--- src/rtl/pcd8544_spi_receiver_pkg.sv ---
// Shared constants for the PCD8544-compatible serial responder: geometry,
// command opcodes, display-mode encodings and decoder states.
package pcd8544_spi_receiver_pkg;

  localparam int LCD_COLS  = 84;
  localparam int LCD_BANKS = 6;

  // Command opcodes; each is matched under the mask noted beside it
  localparam logic [7:0] OP_FSET = 8'h20;  // mask F8: 0010_0PVH
  localparam logic [7:0] OP_DCTL = 8'h08;  // mask FA: 0000_1D0E
  localparam logic [7:0] OP_SETY = 8'h40;  // mask F8: 0100_0YYY
  localparam logic [7:0] OP_SETX = 8'h80;  // mask 80: 1XXX_XXXX (H=0)
  localparam logic [7:0] OP_TC   = 8'h04;  // mask FC: 0000_01TT (H=1)
  localparam logic [7:0] OP_BIAS = 8'h10;  // mask F8: 0001_0BBB (H=1)

  // disp_mode = {D,E}
  localparam logic [1:0] DM_BLANK   = 2'b00;
  localparam logic [1:0] DM_NORMAL  = 2'b10;
  localparam logic [1:0] DM_ALL_ON  = 2'b01;
  localparam logic [1:0] DM_INVERSE = 2'b11;

  typedef enum logic {
    ST_IDLE   = 1'b0,
    ST_DECODE = 1'b1
  } state_t;

endpackage

--- src/rtl/pcd8544_spi_receiver_spi_rx_shifter.sv ---
// Serial front end: synchronizes the SPI pins into the system clock domain,
// detects sclk rising edges while selected and assembles MSB-first bytes.
module spi_rx_shifter #(
  parameter int SYNC_STAGES = 2
) (
  input  logic       clock,
  input  logic       Reset,
  input  logic       sclk,
  input  logic       mosi,
  input  logic       sce,
  input  logic       dc,
  input  logic       rst,
  output logic       rx_valid,
  output logic [7:0] rx_byte,
  output logic       rx_dc,
  output logic       rst_sync
);

  // Bit order inside each synchronizer word: {rst, dc, sce, mosi, sclk}.
  // sce resets high (deselected), everything else low.
  localparam logic [4:0] SYNC_RST = 5'b00100;

  logic [4:0] sync_chain [SYNC_STAGES];
  logic [4:0] pins_s;
  logic       sclk_d, sce_d;
  logic       sclk_rise, sce_rise;
  logic [6:0] sh;
  logic [2:0] bitcnt;

  assign pins_s    = sync_chain[SYNC_STAGES-1];
  assign rst_sync  = pins_s[4];
  assign sclk_rise = pins_s[0] & ~sclk_d & ~pins_s[2];
  assign sce_rise  = pins_s[2] & ~sce_d;

  // Multi-flop synchronizer chain for all five serial inputs
  always_ff @(posedge clock or negedge Reset) begin
    if (!Reset) begin
      for (int i = 0; i < SYNC_STAGES; i++) sync_chain[i] <= SYNC_RST;
    end else begin
      sync_chain[0] <= {rst, dc, sce, mosi, sclk};
      for (int i = 1; i < SYNC_STAGES; i++) sync_chain[i] <= sync_chain[i-1];
    end
  end

  // Delayed copies of sclk/sce for edge detection; tracked even in soft reset
  // so leaving soft reset with sclk high does not fake a rising edge
  always_ff @(posedge clock or negedge Reset) begin
    if (!Reset) begin
      sclk_d <= 1'b0;
      sce_d  <= 1'b1;
    end else begin
      sclk_d <= pins_s[0];
      sce_d  <= pins_s[2];
    end
  end

  // Shift register, bit counter and completed-byte register
  always_ff @(posedge clock or negedge Reset) begin
    if (!Reset) begin
      sh       <= '0;
      bitcnt   <= '0;
      rx_valid <= 1'b0;
      rx_byte  <= '0;
      rx_dc    <= 1'b0;
    end else if (!rst_sync) begin
      sh       <= '0;
      bitcnt   <= '0;
      rx_valid <= 1'b0;
      rx_byte  <= '0;
      rx_dc    <= 1'b0;
    end else begin
      rx_valid <= 1'b0;
      if (sce_rise) begin
        // Deselect drops any partial byte
        bitcnt <= '0;
      end else if (sclk_rise) begin
        sh     <= {sh[5:0], pins_s[1]};
        bitcnt <= bitcnt + 3'd1;
        if (bitcnt == 3'd7) begin
          rx_valid <= 1'b1;
          rx_byte  <= {sh, pins_s[1]};
          rx_dc    <= pins_s[3];
        end
      end
    end
  end

endmodule

--- src/rtl/pcd8544_spi_receiver.sv ---
// PCD8544-compatible display-side responder: decodes completed SPI bytes into
// controller state and turns data bytes into frame-RAM writes.
module pcd8544_spi_receiver
  import pcd8544_spi_receiver_pkg::*;
#(
  parameter int COLS        = LCD_COLS,
  parameter int BANKS       = LCD_BANKS,
  parameter int SYNC_STAGES = 2
) (
  input  logic       clock,
  input  logic       Reset,
  input  logic       sclk,
  input  logic       mosi,
  input  logic       sce,
  input  logic       dc,
  input  logic       rst,
  output logic       wr_en,
  output logic [8:0] wr_addr,
  output logic [7:0] wr_data,
  output logic       rx_valid,
  output logic [7:0] rx_byte,
  output logic       rx_dc,
  output logic [6:0] cur_x,
  output logic [2:0] cur_y,
  output logic       h_ext,
  output logic       v_addr,
  output logic       pd,
  output logic [1:0] disp_mode,
  output logic [6:0] vop,
  output logic [2:0] bias,
  output logic [1:0] tc,
  output logic       cmd_err
);

  localparam logic [6:0] X_MAX = 7'(COLS - 1);
  localparam logic [2:0] Y_MAX = 3'(BANKS - 1);

  logic   rst_sync;
  state_t state, state_nx;
  logic [6:0] x_nx, vop_nx;
  logic [2:0] y_nx, bias_nx;
  logic [1:0] dm_nx, tc_nx;
  logic       h_nx, v_nx, pd_nx;

  spi_rx_shifter #(.SYNC_STAGES(SYNC_STAGES)) u_shifter (
    .clock    (clock),
    .Reset    (Reset),
    .sclk     (sclk),
    .mosi     (mosi),
    .sce      (sce),
    .dc       (dc),
    .rst      (rst),
    .rx_valid (rx_valid),
    .rx_byte  (rx_byte),
    .rx_dc    (rx_dc),
    .rst_sync (rst_sync)
  );

  assign wr_addr = 9'(cur_y) * 9'(COLS) + 9'(cur_x);
  assign wr_data = rx_byte;

  // Controller state; both resets restore the power-on values
  always_ff @(posedge clock or negedge Reset) begin
    if (!Reset) begin
      state <= ST_IDLE;
      cur_x <= '0;  cur_y <= '0;
      h_ext <= 1'b0; v_addr <= 1'b0; pd <= 1'b1;
      disp_mode <= DM_BLANK;
      vop <= '0; bias <= '0; tc <= '0;
    end else if (!rst_sync) begin
      state <= ST_IDLE;
      cur_x <= '0;  cur_y <= '0;
      h_ext <= 1'b0; v_addr <= 1'b0; pd <= 1'b1;
      disp_mode <= DM_BLANK;
      vop <= '0; bias <= '0; tc <= '0;
    end else begin
      state <= state_nx;
      cur_x <= x_nx;  cur_y <= y_nx;
      h_ext <= h_nx;  v_addr <= v_nx; pd <= pd_nx;
      disp_mode <= dm_nx;
      vop <= vop_nx; bias <= bias_nx; tc <= tc_nx;
    end
  end

  // Decode the held byte for one cycle after each rx_valid pulse
  always_comb begin
    state_nx = state;
    x_nx = cur_x;  y_nx = cur_y;
    h_nx = h_ext;  v_nx = v_addr; pd_nx = pd;
    dm_nx = disp_mode;
    vop_nx = vop; bias_nx = bias; tc_nx = tc;
    wr_en   = 1'b0;
    cmd_err = 1'b0;
    case (state)
      ST_IDLE: if (rx_valid) state_nx = ST_DECODE;
      ST_DECODE: begin
        state_nx = ST_IDLE;
        if (rx_dc) begin
          wr_en = 1'b1;
          if (!v_addr) begin
            if (cur_x == X_MAX) begin
              x_nx = '0;
              y_nx = (cur_y == Y_MAX) ? 3'd0 : cur_y + 3'd1;
            end else begin
              x_nx = cur_x + 7'd1;
            end
          end else begin
            if (cur_y == Y_MAX) begin
              y_nx = '0;
              x_nx = (cur_x == X_MAX) ? 7'd0 : cur_x + 7'd1;
            end else begin
              y_nx = cur_y + 3'd1;
            end
          end
        end else if ((rx_byte & 8'hF8) == OP_FSET) begin
          {pd_nx, v_nx, h_nx} = rx_byte[2:0];
        end else if (rx_byte == 8'h00) begin
          // NOP
        end else if (!h_ext) begin
          if ((rx_byte & 8'hFA) == OP_DCTL)      dm_nx = {rx_byte[2], rx_byte[0]};
          else if ((rx_byte & 8'hF8) == OP_SETY) begin
            if (rx_byte[2:0] <= Y_MAX) y_nx = rx_byte[2:0];
            else                       cmd_err = 1'b1;
          end else if ((rx_byte & 8'h80) == OP_SETX) begin
            if (rx_byte[6:0] <= X_MAX) x_nx = rx_byte[6:0];
            else                       cmd_err = 1'b1;
          end else cmd_err = 1'b1;
        end else begin
          if ((rx_byte & 8'hFC) == OP_TC)             tc_nx   = rx_byte[1:0];
          else if ((rx_byte & 8'hF8) == OP_BIAS)      bias_nx = rx_byte[2:0];
          else if ((rx_byte & 8'h80) == OP_SETX)      vop_nx  = rx_byte[6:0];
          else                                        cmd_err = 1'b1;
        end
      end
      default: state_nx = ST_IDLE;
    endcase
  end

endmodule

--- config.mk ---
export PLATFORM = sky130hd
export DESIGN_NAME = pcd8544_spi_receiver
export DESIGN_NICKNAME = d
export VERILOG_FILES = /design/src/rtl/pcd8544_spi_receiver_pkg.sv /design/src/rtl/pcd8544_spi_receiver_spi_rx_shifter.sv /design/src/rtl/pcd8544_spi_receiver.sv
export SDC_FILE = /design/constraint.sdc
export NUM_CORES = 1
export LEC_CHECK = 0
export ABC_AREA = 1
export BUFFER_PORTS_ARGS = -buffer_cell sky130_fd_sc_hd__clkbuf_2
export CORE_MARGIN = 5
export CORE_UTILIZATION = 55
export DETAILED_ROUTE_END_ITERATION = 10
export PLACE_DENSITY = 0.83
export RECOVER_POWER = 25
export SYNTH_ARGS = -nofsm -noshare
export SYNTH_HDL_FRONTEND = slang
export SYNTH_SLANG_ARGS = --single-unit
--- constraint.sdc ---
create_clock -name clock -period 2.7 [get_ports clock]
set_input_delay 0.27 -clock clock [delete_from_list [all_inputs] [get_ports clock]]
set_output_delay 0.27 -clock clock [all_outputs]
set_load 0.02 [all_outputs]
After elaboration in Yosys (flattened, before gate mapping)
Index checks and enable logic that the tools add are counted.
Widths: inputs -> output; s select.
{ "word_totals": {"register_bits": 60, "mem_bits_ro": 0, "latch_bits": 0, "ramBits": 0, "in_bits": 7, "memories": 0, "elab_cells": 183} }
{ "op_classes": {"n_mux": 104, "n_lt_le_gt_ge": 2, "addsub": 4, "mul": 1, "eq_ne": 36, "n_reduce_logical": 10, "n_div": 0, "bitwise": 7, "shifts": 0} }
{ "op_table": {"columns": ["cell", "count"], "rows": [
  ["$mux 7", 25],
  ["$mux 3", 23],
  ["$mux 1", 37],
  ["$mux 8", 4],
  ["$ne 2x2->1 const B", 15],
  ["$mux 2", 14],
  ["$ne 3x2->1 const B", 8],
  ["$reduce_and 8->1", 2],
  ["$reduce_and 6->1", 2],
  ["$add 9x7->9", 1],
  ["$reduce_and 9->1", 1],
  ["$logic_not 8->1", 1],
  ["$ne 4x4->1 const B", 2],
  ["$add 7x1->7 const B", 1],
  ["$eq 7x7->1 const B", 1],
  ["$le 7x7->1 const B", 1],
  ["$mul 3x5->7 const B", 1],
  ["$reduce_and 7->1", 1],
  ["$add 3x1->3 const B", 2],
  ["$eq 3x3->1 const B", 2],
  ["$eq 6x1->1 const B", 1],
  ["$eq 6x2->1 const B", 1],
  ["$reduce_and 3->1", 2],
  ["$eq 5x2->1 const B", 1],
  ["10 further kinds", 15]
]} }

Logic depth before layout (Yosys ltp)
Gate-level depths: netlist of the first run.
{ "depth": {"ltp_word": 11, "ltp_mapped": 11} }

Hierarchy
A second synthesis of the first run with hierarchy kept.
{ "unflattened": {"cells_unflattened": 440, "hier_area_um2": 3552.2} }
{ "by_module_without_submodules": {"columns": ["module", "n_inst", "seq_area_each_um2", "area_per_inst_um2", "cells_each"], "rows": [
  ["pcd8544_spi_receiver", 1, 701.9, 2247.2, 323],
  ["spi_rx_shifter", 1, 804.5, 1305.0, 117]
]} }

Least setup slack after synthesis of the first run
OpenSTA, ideal clock, no wires.
{ "synth_path": {"path_kind": "reg2out", "start": "register cur_y[0]", "end": "output wr_addr[8]", "path_buffers": 0, "arrival_ns": 2.108, "path_stages_with_launch": 10, "path_slack_ns": 0.322, "t_required_ns": 2.430, "cell_sequence": "dfrtp_1 ha_1 ha_1 ha_1 nand2_1 o21ai_0 a21oi_1 nor2_1 nand2_1 nand2_1"} }
{ "synth_between": {"elab_chain_len": 2} }
{ "synth_rtl": {"columns": ["item", "line", "rtl"], "rows": [
  ["start, declared", "pcd8544_spi_receiver.sv:24", "output logic [2:0] cur_y,"],
  ["start signal, assigned", "pcd8544_spi_receiver.sv:78", "cur_x <= x_nx; cur_y <= y_nx;"],
  ["$mul 3x5->7", "pcd8544_spi_receiver.sv:59", "assign wr_addr = 9'(cur_y) * 9'(COLS) + 9'(cur_x);"],
  ["$add 9x7->9", "pcd8544_spi_receiver.sv:59", null],
  ["end, declared", "pcd8544_spi_receiver.sv:18", "output logic [8:0] wr_addr,"]
]} }
Every way passes these cells.

Worst setup path in the final report of the first run
Same ends and word-level chain as after synthesis.

==> results.md, run 1 <==
- Cells after Synth: a little over 400
- Switching Share: 23.2%
- Initial DRC Count: 238
- R2R Setup Slk: 800 ps
- P_int: 1.50 mW
- Critical Path Source Type: flip-flop
- DRC viols: 0
- Fmax: 0.382 GHz
- Final #Nets: 482
- Crit path kind: flip-flop to primary output
- CP Capture Type: primary output
- WHS Path Cells: 1
- Die width: 86.8 um
- #FFs+latches synth: 60
- Hpwl dp: 5520 um
- CTS tree: yes
- Clk sinks: 60
- Worst Path Arrival: 2350 ps
- Clock power frac: 46.4%
- CTS Root Cell: clkbuf_8
- IO Port Bufs: 62
- Area grow syn2layout: 15.9%
- Synth Cell Area: 3250 sq um
- Die area: 7540 sq um
- Share of cells above drive strength 1: roughly 22%
- Skew-Pair Late Insertion Delay: 350 ps
- Status: complete, but fails checks
- Comb power frac: 5.2%
- Hold_sp: sce
- Max IR drop VDD: around 0.00037 V
- Initial Util: 55.8%
- All-Layer GR Usage: 21.5%
- Clk buf depth: 2
- Setup bufs post-CTS: 0
- Post-synthesis sequential area ratio: a little under half
- Total number of vias: 2843
- Synth Warn #: 0
- Multi-input gate area: 1400 sq um
- Placement-stage worst setup slack: 271 ps
- CP required: around 2400 ps
- Gr ovfl total: 0
- Failing checks: negative hold slack, max-capacitance violations, max-slew violations
- Worst Hold Endpoint: u_shifter.sync_chain[7]
- Final worst path period need: between 2000 and 3000 ps
- WHS: -1.25 ps
- Clock-pin transition on the worst setup and hold timing paths: about 70 ps
- Core Rows: 28
- First-pass GRT wire length: 12500 um
- Ant. Diodes: 0
- Number of H-tree levels: 3
- DRT Pass-1 Iters: 4
- Fill count: just over 500
- Unique masters post-synth: 31
- Worst setup margin: 81.2 ps
- Hold Crit Class: primary input to flip-flop
- DRT antenna net count: 0
- Placeable Area: 5820 sq um
- Final hold violation count: 1
- Slew headroom: -1.42%
- Maxcap violations: 1
- Chip height: 86.8 um
- Vias/cell: 5.25
- FF-to-FF Start: u_shifter.pins_s[2]
- Slew @ Worst Pin: about 1500 ps
- Reg area: between 1500 and 2000 sq um
- Syn Nets: 426
- Tcrit/Tclk final: 97.0%
- Pwr per Cell Area: between 500 and 600 nW/um^2
- Net switching power: 0.451 mW
- Worst r2r path cells: 7
- Routed WL: about 7600 um
- Syn avg cell area: 7.99 sq um
- Crit-path max FO: 4
- Initial antenna violation count: 0
- Final setup skew: 6.23 ps
- Drt wl/cell: 14.0 um
- R2r endpoint: u_shifter.rx_dc
- Vias in the first global route: ~2700
- GP Congestion: 0.960
- Leakage: 2.07 nW
- Num ports: 63
- Setup Viol. Count Final: 0
- CTS Buf Count: 9
- Slew Limit Fails: 28
- Flop pwr share: 48.5%
- Largest net degree at the start of global routing: 28
==> cells in the final DEF, fill, tap and decap left out, types with 2 or more instances in the layout <==
cell / Yosys / routed
nand2_1: 112 / 112
dfrtp_1: 56 / 56
clkbuf_2: 0 / 54
inv_1: 45 / 45
nand3_1: 35 / 35
nor2_1: 32 / 32
o21ai_1: 16 / 16
o21ai_0: 16 / 15
a21oi_1: 16 / 14
ha_1: 12 / 11
clkbuf_8: 0 / 10
clkbuf_1: 2 / 9
inv_2: 8 / 8
xor2_1: 5 / 5
buf_4: 16 / 5
xnor2_1: 4 / 4
nand4_1: 4 / 4
dfstp_2: 4 / 4
o21ai_2: 2 / 3
nor2_2: 3 / 3
nand2_2: 3 / 3
clkinv_2: 0 / 3
a21oi_2: 0 / 2
bufinv_16: 0 / 2
==> timing repair <==
action                                  4_1_cts  5_1_grt
hold endpoints to repair                     24        0
hold buffers                                  1        0
resized for setup                             1        4
endpoints found under the setup margin        1        1
pin swaps                                     0        0
==> synthesized netlist by cell type, drive strengths merged <==
master,count,area [sq um]
nand2,115,439
dfrtp,56,1400
inv,53,199
nand3,36,185
nor2,35,139
o21ai,34,178
buf,21,158
a21oi,17,96.4
ha,12,150
xor2,5,43.8
dfstp,4,105
nand4,4,25.0
xnor2,4,35.0
clkbuf,2,7.51
a211oi,1,7.51
a22oi,1,7.51
fa,1,20.0
o211ai,1,7.51
o21bai,1,7.51
o22ai,1,6.26
o31ai,1,21.3
or2,1,6.26
==> final cells by class <==
| class | count | area share, % |
|---|---|---|
| well taps | 75 | 2.49 |
| inverters | 53 | 5.29 |
| clock inverters | 5 | 2.00 |
| repair buffers | 68 | 9.25 |
| clock buffers | 11 | 3.76 |
| multi-input cells | 270 | 37.2 |
| flip-flops and latches | 60 | 40.0 |
==> registers in the layout, summed over array words and instances (netlist names), 3 cells and up <==
signal                cells
u_shifter.rx_byte         8
cur_x                     7
u_shifter.sh              7
vop                       7
u_shifter.pins_s          5
u_shifter.sync_chain      5
bias                      3
cur_y                     3
u_shifter.bitcnt          3
==> metrics by stage <==
stage          setup TNS [ps]  instance area (sq um)  std cells  total power, mW  util (%)
6_report                    0                   3760        542             1.95      64.7
5_1_grt                 -33.0                   3760        542             2.01      64.7
4_1_cts                     0                   3750        542             1.96      64.5
3_5_place_dp                0                   3520        525             1.06      60.6
3_3_place_gp                0                   3520        525             1.06      60.6
2_1_floorplan               0                   3250        406             1.02         -
==> critical path, stage by stage, from the launching register on <==
cell	delay (ps)
dfrtp_1	390
ha_1	220
ha_1	330
ha_4	310
nand2_1	80
o21ai_2	200
a21oi_2	90
nor2_1	90
nand2_1	50
nand2_1	60
clkbuf_2	160
==> per-layer routing <==
layer	track usage (%)	share of wire, %
met5	0	0
met2	35.8	50
met3	3.80	6.7
met1	27.4	41
met4	8.92	2.3
==> power groups by stage <==
stage	clock network, mW	registers, mW	logic, mW
3_3_place_gp	0	0.958	0.0985
3_5_place_dp	0	0.960	0.102
5_1_grt	0.949	0.946	0.117
6_report	0.902	0.943	0.100
4_1_cts	0.913	0.943	0.104
2_1_floorplan	0	0.963	0.0548
==> how the worst max path moves through the flow <==
stage	to	slack, ps	depth (start not counted)	from
2_1_floorplan	wr_addr[8]	320	9	cur_y[0]
3_3_place_gp	wr_addr[8]	400	10	cur_y[0]
3_5_place_dp	wr_addr[8]	270	9	cur_y[0]
4_1_cts	wr_addr[8]	1	9	cur_y[0]
5_1_grt	wr_addr[8]	-30	9	cur_y[0]
6_report	wr_addr[8]	80	10	cur_y[0]
==> cell families after synthesis <==
logic type | Yosys count | share of synthesized area, %
compound gates | 57 | 10.2
xor+xnor | 9 | 2.43
fa+ha+maj | 13 | 5.24
buf+inv | 76 | 11.2
flops | 60 | 46.4
simple gates | 191 | 24.5
Power figures use the tool's default switching activity.
==> run 2, diff against run 1 <==
--- a/config.mk
+++ b/config.mk
@@ -7,8 +7,10 @@
 export LEC_CHECK = 0
 export ABC_AREA = 1
 export BUFFER_PORTS_ARGS = -buffer_cell sky130_fd_sc_hd__clkbuf_2
+export CELL_PAD_IN_SITES_DETAIL_PLACEMENT = 0
+export CELL_PAD_IN_SITES_GLOBAL_PLACEMENT = 1
 export CORE_MARGIN = 5
-export CORE_UTILIZATION = 55
+export CORE_UTILIZATION = 40
 export DETAILED_ROUTE_END_ITERATION = 10
 export PLACE_DENSITY = 0.83
 export RECOVER_POWER = 25
==> run 2 against run 1 <==
  * Global-route usage shrank 5.2 points
  * Critical path type unchanged
  * The run now ends clean
  * Final cell count grew 5.5%
  * Maximum frequency grew 3.7%
  * Worst hold slack gained 34 ps
==> results.md, run 2 (synthesis results as in run 1) <==
- Slew headroom: 14.2% (+16 points)
- R2r endpoint: u_shifter.rx_dc
- Share of cells above drive strength 1: 23.2% (+1.6 points)
- Crit-path max FO: 4 (unchanged)
- Max IR drop VDD: 0.000286 V (-23%)
- Most frequent cells in the layout: nand2_1, clkbuf_2, dfrtp_1, inv_1, nand3_1
- Crit path kind: flip-flop to primary output
- WHS Path Cells: 1 (unchanged)
- DRC viols: 0 (unchanged)
- Largest reg by FF count: u_shifter.rx_byte
- DRT Pass-1 Iters: 4 (unchanged)
- Die area: 10000 sq um (+33%)
- Final #Nets: 485 (+0.62%)
- Setup Viol. Count Final: 0 (unchanged)
- Initial antenna violation count: 0 (unchanged)
- RSZ-0062 raised after global routing: no
- Switching Share: 21.4% (-1.8 points)
- Hold_sp: mosi
- Ant. Diodes: 0 (unchanged)
- P_int: 1.62 mW (+8.2%)
- Placeable Area: 7810 sq um (+34%)
- Leakage: 2.12 nW (+2.1%)
- Die width: 100 um (+15%)
- Initial DRC Count: 109 (-54%)
- Maxcap violations: 0 (-1)
- Skew-Pair Late Insertion Delay: 340 ps (about the same)
- Final setup skew: 4.86 ps (-1.36 ps)
- Gr ovfl total: 0 (unchanged)
- All-Layer GR Usage: 16.3% (-5.2 points)
- Core Rows: 32 (+14%)
- CP Capture Type: primary output
- Num ports: 63 (unchanged)
- Power, Total: 2.06 mW (+5.8%)
- Clk sinks: 60 (unchanged)
- Clock power frac: 49.3% (+2.9 points)
- Total number of vias: 2738 (-3.7%)
- Routed WL: 7570 um (-0.15%)
- R2R Setup Slk: 830 ps (+30 ps)
- Chip height: 100 um (+15%)
- Initial Util: 41.6% (-14 points)
- Slew @ Worst Pin: 1290 ps (-234 ps)
- Clk buf depth: 2 (unchanged)
- Status: finished, final reports clean
- CTS Buf Count: 9 (unchanged)
- CTS tree: yes
- Flop pwr share: 45.9% (-2.6 points)
- Fmax: 0.396 GHz (+3.7%)
- Hpwl dp: 5680 um (+2.9%)
- Worst setup margin: 176 ps (+94.4 ps)
- Most common cell after layout, fill and taps aside: nand2_1
- Final worst path period need: 2520 ps (-94.4 ps)
- Setup Total Neg Slack: 0 ps (unchanged)
- Inst Count DP: 554 (+5.5%)
- Max FFs per register: 8 (unchanged)
- DRT antenna net count: 0 (unchanged)
- Dpl cell area: 3570 sq um (+1.4%)
- First-pass GRT wire length: 13000 um (+4.2%)
- Final hold violation count: 0 (-1)
- IO Port Bufs: 62 (unchanged)
- Tcrit/Tclk final: 93.5% (-3.5 points)
- Setup bufs post-CTS: 0 (unchanged)
- Vias in the first global route: 2661 (-0.71%)
- Comb power frac: 4.8% (-0.4 points)
- FF-to-FF Start: u_shifter.pins_s[2]
- Post-Layout Inst Area: 3870 sq um (+2.8%)
- Worst Hold Endpoint: u_shifter.sync_chain[6]
- Hold Crit Class: primary input to flip-flop
- CP required: 2430 ps (about the same)
- Number of H-tree levels: 3 (unchanged)
- Critical Path Source Type: flip-flop
- Largest net degree at the start of global routing: 37 (+32%)
- Clock-pin transition on the worst setup and hold timing paths: 70 ps (about the same)
- Worst r2r path cells: 7 (unchanged)
- Vias/cell: 4.79 (-8.7%)
- Worst Path Arrival: 2250 ps (-100 ps)
- GP Congestion: 0.876 (-8.7%)
- Slew Limit Fails: 0 (-100%)
- Pwr per Cell Area: 532 nW/um^2 (+2.9%)
- CTS Root Cell: clkbuf_8
- Non-filler cells, final: 572 (+5.5%)
- Area grow syn2layout: 19.1%
- Placement-stage worst setup slack: 315 ps (+44.3 ps)
- Drt wl/cell: 13.2 um (-5.4%)
- Net switching power: 0.440 mW (-2.4%)
run 2: cell count changes in the layout (fill, tap and decap cells not counted), sizes merged:
cell,change
dlygate4sd3,+1
clkbuf,+3
bufinv,+1
clkinv,-2
run 2: area by class of cell:
cell class	count	area, sq um
clock inverters	4	95.1
fillers	767	3940
inverters	53	199
multi-input cells	270	1410
repair buffers	71	375
flip-flops and latches	60	1510
clock buffers	12	155
well taps	102	128
run 2: metal layers:
layer  vias to the layer above  GRT usage [%]  routed length (um)
li1                       1395              -                   -
met1                      1285           20.3                3400
met2                        51           27.6                3740
met3                         7           4.86                 334
met4                         0           4.25                  92
met5                         -              0                   0
run 2: how the worst max path moves through the flow:
stage                   from    endpoint  slack, ps  depth (start not counted)
floorplan           cur_y[0]  wr_addr[8]        320                          9
global placement    cur_y[0]  wr_addr[8]        390                         10
detailed placement  cur_y[0]  wr_addr[8]        320                         10
CTS                 cur_y[0]  wr_addr[8]         70                         10
global route        cur_y[0]  wr_addr[8]         30                         10
finish              cur_y[0]  wr_addr[8]        180                         10
run 2: repair_timing:
action,in CTS,in global routing
resized for setup,2,3
pin swaps,1,0
endpoints found under the setup margin,1,1
hold buffers,2,0
hold endpoints to repair,48,0
run 2: per-stage QoR:
step / utilization [%] / hold slack [ps]
floorplan: - / -25.6
global placement: 45.7 / 291
detailed placement: 45.7 / 298
CTS: 49.4 / 22.2
global route: 49.5 / 4.62
finish: 49.5 / 32.7
run 2: critical path, cell delays in order (launching register included):
cell	delay [ps]
dfrtp_1	380
ha_1	250
ha_4	300
ha_4	210
a21oi_1	190
o21ai_2	100
a21oi_2	170
nor2_1	50
nand2_1	70
nand2_1	50
clkbuf_2	150
run 2: power by group through the flow:
stage / logic, mW / clock network [mW] / registers (mW)
6_report: 0.0982 / 1.02 / 0.945
5_1_grt: 0.112 / 1.08 / 0.947
4_1_cts: 0.102 / 1.03 / 0.944
3_5_place_dp: 0.100 / 0 / 0.960
3_3_place_gp: 0.0981 / 0 / 0.960
2_1_floorplan: 0.0548 / 0 / 0.963
==> run 3, diff against run 2 <==
--- a/config.mk
+++ b/config.mk
@@ -9,6 +9,7 @@
 export BUFFER_PORTS_ARGS = -buffer_cell sky130_fd_sc_hd__clkbuf_2
 export CELL_PAD_IN_SITES_DETAIL_PLACEMENT = 0
 export CELL_PAD_IN_SITES_GLOBAL_PLACEMENT = 1
+export CORE_ASPECT_RATIO = 0.8
 export CORE_MARGIN = 5
 export CORE_UTILIZATION = 40
 export DETAILED_ROUTE_END_ITERATION = 10
==> run 3 against run 2 <==
  * The run now ends with max-capacitance violations, max-slew violations left
  * Sequential power about the same
  * Core utilization down 1.4 points
  * Clock-buffer cell count unchanged
  * Final area down 1.7%
  * Worst setup slack worse by 17 ps
  * Via count down 1.9%
  * Total power down 10%
  * Wire length up 0.66%
  * Flip-flop and latch count unchanged
  * First-iteration DRC count up 64%
  * Die area up 0.12%
  * Combinational power down 1%
  * Largest cell class unchanged
  * Highest routed layer unchanged
==> results.md, run 3 (synthesis results as in run 1) <==
- Initial antenna violation count: 0 (unchanged)
- Hold_sp: sclk
- Vias/cell: 4.68 (-2.2%)
- R2r endpoint: u_shifter.rx_dc
- Inst Count DP: 557 (+0.54%)
- Crit-path max FO: 3 (-1)
- Failing checks: max-capacitance violations, max-slew violations
- RSZ-0062 raised after global routing: no
- Drt wl/cell: 13.3 um (+0.31%)
- Hold Crit Class: primary input to flip-flop
- Chip height: 90.6 um (-9.5%)
- Routed WL: 7620 um (+0.66%)
- All-Layer GR Usage: 16.0% (-0.30 points)
- Final hold violation count: 0 (unchanged)
- Ant. Diodes: 0 (unchanged)
- CTS Buf Count: 9 (unchanged)
- CTS tree: yes
- Most common cell after layout, fill and taps aside: nand2_1
- Largest net degree at the start of global routing: 33 (-11%)
- IO Port Bufs: 62 (unchanged)
- Tcrit/Tclk final: 94.1% (+0.62 points)
- Pwr per Cell Area: 487 nW/um^2 (-8.5%)
- GP Congestion: 0.828 (-5.5%)
- Die width: 111 um (+11%)
- Setup Total Neg Slack: 0 ps (unchanged)
- WHS Path Cells: 1 (unchanged)
- R2R Setup Slk: 830 ps (about the same)
- DRC viols: 0 (unchanged)
- Fmax: 0.394 GHz (-0.65%)
- CP Capture Type: primary output
- FF-to-FF Start: u_shifter.pins_s[2]
- Leakage: 2.08 nW (-1.7%)
- Clk buf depth: 2 (unchanged)
- Slew @ Worst Pin: 1540 ps (+257 ps)
- Share of cells above drive strength 1: 23.2% (about the same)
- Die area: 10000 sq um (+0.12%)
- DRT Pass-1 Iters: 4 (unchanged)
- Placeable Area: 7910 sq um (+1.3%)
- Initial DRC Count: 179 (+64%)
- Worst Hold Endpoint: u_shifter.sync_chain[5]
- Power, Total: 1.85 mW (-10%)
- Final worst path period need: 2540 ps (+16.6 ps)
- Max FFs per register: 8 (unchanged)
- Clk sinks: 60 (unchanged)
- Slew headroom: -2.95% (-17 points)
- Critical Path Source Type: flip-flop
- Setup Viol. Count Final: 0 (unchanged)
- Vias in the first global route: 2661 (unchanged)
- Total number of vias: 2686 (-1.9%)
- Setup bufs post-CTS: 0 (unchanged)
- Most frequent cells in the layout: nand2_1, clkbuf_2, dfrtp_1, inv_1, nand3_1
- Worst r2r path cells: 7 (unchanged)
- Skew-Pair Late Insertion Delay: 330 ps (about the same)
- CP required: 2430 ps (about the same)
- Final #Nets: 481 (-0.82%)
- Crit path kind: flip-flop to primary output
- Slew Limit Fails: 30 (+30)
- Worst Path Arrival: 2270 ps (+20 ps)
- Max IR drop VDD: 0.000295 V (+3.0%)
- Final setup skew: 8.68 ps (+3.81 ps)
- Hpwl dp: 5700 um (+0.40%)
- Num ports: 63 (unchanged)
- Maxcap violations: 1 (+1)
- Status: complete, but fails checks
- Initial Util: 41.0% (-0.54 points)
- First-pass GRT wire length: 13100 um (+0.79%)
- Gr ovfl total: 0 (unchanged)
- CTS Root Cell: clkbuf_8
- Non-filler cells, final: 574 (+0.35%)
- Number of H-tree levels: 3 (unchanged)
- Area grow syn2layout: 17.2%
- Core Rows: 29 (-9.4%)
- Clock-pin transition on the worst setup and hold timing paths: 70 ps (about the same)
- Largest reg by FF count: u_shifter.rx_byte
- DRT antenna net count: 0 (unchanged)
## run 3: area by class of cell
cell class	instances	area (sq um)
multi-input cells	270	1410
clock buffers	12	155
well taps	108	135
repair buffers	67	347
flip-flops and latches	60	1510
inverters	53	199
fillers	814	4110
clock inverters	4	48.8
## run 3: what timing repair did
item,in CTS,in global routing
pin swaps,0,0
setup endpoints to repair,1,1
gates resized for setup,1,5
hold buffers,1,0
hold endpoints to repair,1,0
## run 3: per-layer routing
layer  GRT usage, %  routed length, um
met3           5.09                396
met2           24.6               3540
met4           4.92                 48
met5              0                  0
met1           21.5               3630
## run 3: how the worst max path moves through the flow
stage / end / slack, ps / start / depth (start not counted)
3_5_place_dp: wr_addr[8] / 290 / cur_y[0] / 10
6_report: wr_addr[8] / 160 / cur_y[0] / 9
5_1_grt: wr_addr[8] / 4 / cur_y[0] / 9
4_1_cts: wr_addr[8] / 20 / cur_y[0] / 10
2_1_floorplan: wr_addr[8] / 320 / cur_y[0] / 9
3_3_place_gp: wr_addr[8] / 370 / cur_y[0] / 10
## run 3: worst max-delay path, cell delays in order, from the launching register on
cell and delay [ps]:
dfrtp_1 390, ha_1 250, ha_1 200, ha_1 280
ha_1 330, a21oi_2 170, nor2_1 50, nand2_1 70
nand2_1 50, clkbuf_2 150
## run 3: through the flow
| step | hold slack, ps | cell area, sq um | util, % | setup slack [ps] |
|---|---|---|---|---|
| global route | 18.7 | 3800 | 48.1 | 4.14 |
| detailed placement | 336 | 3570 | 45.1 | 295 |
| floorplan | -25.6 | 3250 | - | 322 |
| finish | 41.6 | 3800 | 48.1 | 159 |
| global placement | 332 | 3570 | 45.1 | 367 |
| CTS | 11.9 | 3780 | 47.8 | 16.4 |
## run 3: report_power, final
group          switching (mW)  total, mW  internal [mW]
logic                  0.0684     0.0969         0.0285
clock network           0.337      0.812          0.475
registers              0.0172      0.943          0.926
total                   0.423       1.85           1.43
